[src/rtl/sound_pkg.sv]
// Shared constants for the APU frame sequencer: step numbering, per-step tick masks,
// counter widths and parameter defaults.
package sound_pkg;

    localparam logic [2:0] SEQ_STEP_0 = 3'd0;
    localparam logic [2:0] SEQ_STEP_1 = 3'd1;
    localparam logic [2:0] SEQ_STEP_2 = 3'd2;
    localparam logic [2:0] SEQ_STEP_3 = 3'd3;
    localparam logic [2:0] SEQ_STEP_4 = 3'd4;
    localparam logic [2:0] SEQ_STEP_5 = 3'd5;
    localparam logic [2:0] SEQ_STEP_6 = 3'd6;
    localparam logic [2:0] SEQ_STEP_7 = 3'd7;

    // Bit n set means the tick fires when the sequencer arrives at step n.
    localparam logic [7:0] LEN_MASK   = 8'b0101_0101;
    localparam logic [7:0] SWEEP_MASK = 8'b0100_0100;
    localparam logic [7:0] ENV_MASK   = 8'b1000_0000;

    localparam int DEF_DIV_512    = 8192;
    localparam int DEF_START_HOLD = 4;
    localparam int DIV_CNT_W      = 13;
    localparam int HOLD_CNT_W     = 4;

    typedef struct packed {
        logic length;
        logic sweep;
        logic env;
    } frame_ticks_t;

    function automatic frame_ticks_t step_ticks(input logic [2:0] s);
        frame_ticks_t t;
        t.length = LEN_MASK[s];
        t.sweep  = SWEEP_MASK[s];
        t.env    = ENV_MASK[s];
        return t;
    endfunction

endpackage

[src/rtl/sound_trig_stretch.sv]
// Per-channel trigger stretcher: a trig strobe (re)loads the hold counter and the
// registered start output stays high while the counter is non-zero.
module sound_trig_stretch
    import sound_pkg::*;
#(
    parameter int START_HOLD = DEF_START_HOLD
) (
    input  logic clk,
    input  logic rst,
    input  logic clr,
    input  logic trig,
    output logic start
);

    logic [HOLD_CNT_W-1:0] hold_cnt_reg;
    logic [HOLD_CNT_W-1:0] hold_cnt_next;
    logic                  start_reg;

    // A retrigger simply reloads, so an active pulse is extended without a gap.
    always_comb begin
        hold_cnt_next = hold_cnt_reg;
        if (clr) begin
            hold_cnt_next = '0;
        end else if (trig) begin
            hold_cnt_next = HOLD_CNT_W'(START_HOLD);
        end else if (hold_cnt_reg != '0) begin
            hold_cnt_next = hold_cnt_reg - HOLD_CNT_W'(1);
        end
    end

    always_ff @(posedge clk) begin
        if (rst) begin
            hold_cnt_reg <= '0;
            start_reg    <= 1'b0;
        end else begin
            hold_cnt_reg <= hold_cnt_next;
            start_reg    <= (hold_cnt_next != '0);
        end
    end

    assign start = start_reg;

endmodule

[src/rtl/sound_frame_seq.sv]
// APU frame sequencer: 2097152 Hz divider enable, 512 Hz 8-step frame with length/sweep/
// envelope ticks, plus per-channel start stretchers. SOUND_SEQ_FAST_EN selects a divide of 16.
module sound_frame_seq
    import sound_pkg::*;
#(
    parameter int NCH        = 4,
    parameter int DIV_512    = DEF_DIV_512,
    parameter int START_HOLD = DEF_START_HOLD
) (
    input  logic           clk,
    input  logic           rst,
    input  logic           power_en,
    input  logic [NCH-1:0] trig_in,
    output logic           tick_freq_div,
    output logic           tick_length,
    output logic           tick_sweep,
    output logic           tick_env,
    output logic [NCH-1:0] start_out,
    output logic [2:0]     step
);

`ifdef SOUND_SEQ_FAST_EN
    localparam int DIV_EFF = 16;
`else
    localparam int DIV_EFF = DIV_512;
`endif
    localparam logic [DIV_CNT_W-1:0] DIV_LAST = DIV_CNT_W'(DIV_EFF - 1);

    logic [DIV_CNT_W-1:0] div_cnt_reg;
    logic [DIV_CNT_W-1:0] div_cnt_next;
    logic [2:0]           step_reg;
    logic [2:0]           step_next;
    logic                 fd_toggle_reg;
    logic                 fd_toggle_next;
    frame_ticks_t         ticks_reg;
    frame_ticks_t         ticks_next;
    logic                 clr;

    // With power off everything collapses to zero, so power-up always restarts at step 0.
    always_comb begin
        div_cnt_next   = '0;
        step_next      = SEQ_STEP_0;
        fd_toggle_next = 1'b0;
        ticks_next     = '0;
        if (power_en) begin
            fd_toggle_next = ~fd_toggle_reg;
            step_next      = step_reg;
            if (div_cnt_reg == DIV_LAST) begin
                step_next  = (step_reg == SEQ_STEP_7) ? SEQ_STEP_0 : step_reg + 3'd1;
                ticks_next = step_ticks(step_next);
            end else begin
                div_cnt_next = div_cnt_reg + DIV_CNT_W'(1);
            end
        end
    end

    always_ff @(posedge clk) begin
        if (rst) begin
            div_cnt_reg   <= '0;
            step_reg      <= SEQ_STEP_0;
            fd_toggle_reg <= 1'b0;
            ticks_reg     <= '0;
        end else begin
            div_cnt_reg   <= div_cnt_next;
            step_reg      <= step_next;
            fd_toggle_reg <= fd_toggle_next;
            ticks_reg     <= ticks_next;
        end
    end

    assign tick_freq_div = fd_toggle_reg;
    assign tick_length   = ticks_reg.length;
    assign tick_sweep    = ticks_reg.sweep;
    assign tick_env      = ticks_reg.env;
    assign step          = step_reg;
    assign clr           = ~power_en;

    genvar gi;
    generate
        for (gi = 0; gi < NCH; gi++) begin : g_ch
            sound_trig_stretch #(
                .START_HOLD (START_HOLD)
            ) u_stretch (
                .clk   (clk),
                .rst   (rst),
                .clr   (clr),
                .trig  (trig_in[gi]),
                .start (start_out[gi])
            );
        end
    endgenerate

endmodule

[config.mk]
export PLATFORM = sky130hd
export DESIGN_NAME = sound_frame_seq
export DESIGN_NICKNAME = d
export VERILOG_FILES = /design/src/rtl/sound_pkg.sv /design/src/rtl/sound_trig_stretch.sv /design/src/rtl/sound_frame_seq.sv
export SDC_FILE = /design/constraint.sdc
export NUM_CORES = 1
export LEC_CHECK = 0
export CAP_MARGIN = 20
export CORE_UTILIZATION = 40
export DETAILED_ROUTE_END_ITERATION = 12
export PLACE_DENSITY_LB_ADDON = 0.08
export SLEW_MARGIN = 20
export SYNTH_ARGS = -nofsm -noshare
export SYNTH_HDL_FRONTEND = slang
export SYNTH_HIERARCHICAL = 1
export SYNTH_SLANG_ARGS = --single-unit
[constraint.sdc]
create_clock -name clk -period 2.2 [get_ports clk]
set_input_delay 0.33 -clock clk [delete_from_list [all_inputs] [get_ports clk]]
set_output_delay 0.33 -clock clk [all_outputs]
set_load 0.02 [all_outputs]
==> flow_metrics.py <==
metrics = {
    "power": {
        "power.static_leakage_uw": 0.000826,
        "powerDensity_mw_per_mm2": 627,
        "ir_drop_uv": 404,
        "p_total_uw": 1350,
    },
    "worst_setup_path": {
        "regToRegSetupSlack_ns": 0.37,
        "reg2reg_depth": 4,
        "r2r_end": "tick_env",
        "cp-start-kind": "register",
        "worstSetupPathType": "register to register",
        "crit_fanout": 6,
        "cp-end-kind": "register",
        "worst-endpoint-required_ns": 2.43,
        "r2r_start": "div_cnt_reg[0]",
        "cp.arrival_ns": 2.06,
    },
    "clock_network": {
        "root_buffer": "clkbuf_8",
        "cts_repair_resize_count": 0,
        "cts_tree": "yes",
        "htreeDepth": 2,
        "clk_latency_ns": 0.29,
        "cts_made_buffers": 5,
        "cts_sinks": 40,
        "holdBufCountCts": 0,
        "cts_setup_buffers": 0,
        "clk_pin_slew_worst_paths_ns": 0.08,
        "clock_path_buffers": 2,
    },
    "die": {
        "die-area_mm2": 0.00485,
        "core_area_mm2": 0.00438,
        "rows": 24,
        "io-pin-count": 18,
        "die_h_um": 69.7,
        "initial_utilization": 0.418,
        "die_w_um": 69.7,
    },
    "sta": {
        "min_period_ns": 1.83,
        "fmax_ghz": 0.547,
        "relSlewSlack": 0.505,
        "tightest_slew_ns": 0.736,
        "finClkSkew_ns": 0.00413,
        "rsz0062_at_grt": "false",
        "hold_viol": 0,
        "finalSetupViolCount": 0,
        "slew_violations": 0,
        "setup_tns_ns": 0,
        "period_share": 0.831,
    },
    "grt": {
        "grt_use_total": 0.152,
        "met3_usage": 0.0392,
        "grt_use_met2": 0.247,
        "grt_pass1_wl_um": 5990,
        "grt.busiest_layer": "met2",
        "grt_pass1_vias": 1391,
        "grt_max_degree": 13,
        "overflow": 0,
        "grt.met1_usage": 0.189,
        "antenna_found_initial": 0,
    },
    "route": {
        "dr.pass1.iters": 4,
        "drt_iter0_markers": 76,
        "ant_nets": 0,
        "num_vias": 1479,
        "routed_via_density": 5.40,
        "routed_wl_um": 3460,
        "routedWlPerCell_um": 12.6,
        "drc": 0,
    },
    "finish": {
        "area_growth_pct": 18.0,
        "largest_register_ffs": 16,
        "antenna_cells": 0,
        "design_area_mm2": 0.00216,
        "fill_cells": 421,
        "nNetsFinal": 236,
        "layout-drive-gt1-share": 0.0631,
        "seqCellArea_um2": 801,
        "fin_util": 0.493,
        "instances_no_fill": 274,
        "multiInputGateArea_um2": 948,
    },
    "place": {
        "dp_cells": 266,
        "postPlaceCellArea_mm2": 0.00207,
        "portBuffers": 17,
        "gp_congestion": 0.715,
        "dpl.hpwl_um": 2510,
    },
    "hold_path": {
        "hold_depth": 1,
        "hold_start": "tick_freq_div",
        "hp-class": "register to register",
        "worstHoldEndpoint": "tick_freq_div",
    },
    "yosys": {
        "synthDistinctLibCells": 33,
        "yosysWarnings": 6,
        "ys.flop_type": "dfxtp_1",
        "avgSynthCellArea_um2": 9.29,
        "synthCells": 197,
        "syn-num-nets": 212,
        "ys_ff_latch": 40,
        "syn_area_mm2": 0.00183,
        "ys_seq_area_frac": 0.437,
        "synthArstFlopShare": 0,
        "synth_edf_count": 0,
    },
    "run": {
        "cap_violations": 0,
    },
    "run_status": {
        "outcome": "finished, final reports clean",
    },
}
routing by layer:
metal  share of wire  up-vias
li1                -      766
met5               0        -
met4           0.012        0
met3           0.032        4
met2            0.46       26
met1            0.50      683
Yosys cell counts, types with 5 or more instances:
cell	n	area share
ha_1	8	0.055
nor2_1	19	0.039
a21oi_1	8	0.022
nand2b_1	5	0.017
o21ai_0	12	0.033
nor2b_1	10	0.034
inv_1	19	0.039
or3_1	8	0.027
nor3_1	8	0.022
dfxtp_1	40	0.44
per-stage QoR:
stage / setup WS (ns) / hold WS (ns)
floorplan: 0.672 / 0.418
global placement: 0.426 / 0.430
detailed placement: 0.336 / 0.442
CTS: 0.384 / 0.455
global route: 0.184 / 0.471
finish: 0.372 / 0.455
critical path, stage by stage (launching register included):
cell and delay (ns):
dfxtp_1 0.36, ha_1 0.23, nand3_1 0.20, nor4_1 0.70, and4_1 0.29
final cells by class:
class,instances,area share
Clock buffer,8,0.0417
Inverter,19,0.0330
Multi-Input combinational cell,136,0.439
Sequential cell,40,0.371
Tap cell,52,0.0301
Timing Repair Buffer,19,0.0857
power breakdown:
part,leakage (uW),total (uW),switching [uW],internal [uW]
Combinational,0.000456,108,52.6,55.8
Sequential,0.000324,749,11.6,737
Clock,0.0000455,497,242,256
Total,0.000826,1350,306,1050
worst max path at each step:
stage | end | start | cells after the start
global placement | tick_env | rst | 4
global route | tick_env | div_cnt_reg[0] | 4
CTS | tick_env | div_cnt_reg[0] | 4
detailed placement | tick_env | rst | 4
floorplan | div_cnt_reg[2] | div_cnt_reg[0] | 5
finish | tick_env | div_cnt_reg[0] | 4
cell families (layout without fill, tap and decap cells):
kind of cell | Yosys count | in the layout | synth area share
buffers and inverters | 21 | 46 | 0.0444
DFF | 40 | 40 | 0.437
and+or+nand+nor | 77 | 77 | 0.252
muxes | 4 | 4 | 0.0219
xor gates and xnor gates | 3 | 3 | 0.0144
adders and majority gates | 8 | 8 | 0.0547
AOI/OAI and AO/OA | 44 | 44 | 0.175
cells in the final DEF (no fill, tap or decap), drive strengths merged:
cell type      count
nand2              3
and4               1
xnor2              1
nand3              4
a2bb2o             2
o41a               4
buf                2
dfxtp             40
o2bb2ai            1
clkbuf             8
or4                4
nor2              19
o21ai             12
nor3               8
nand4              4
nand3b             1
o41ai              1
mux2i              4
xor2               2
nor2b             10
a31oi              4
nand2b             5
o31a               4
inv               19
nor4               1
and3               4
o31ai              4
clkdlybuf4s50     17
or3                8
nor4b              4
and2               1
a21oi              8
ha                 8
o311a              4
No activity file was read; power rests on OpenSTA's default activity.
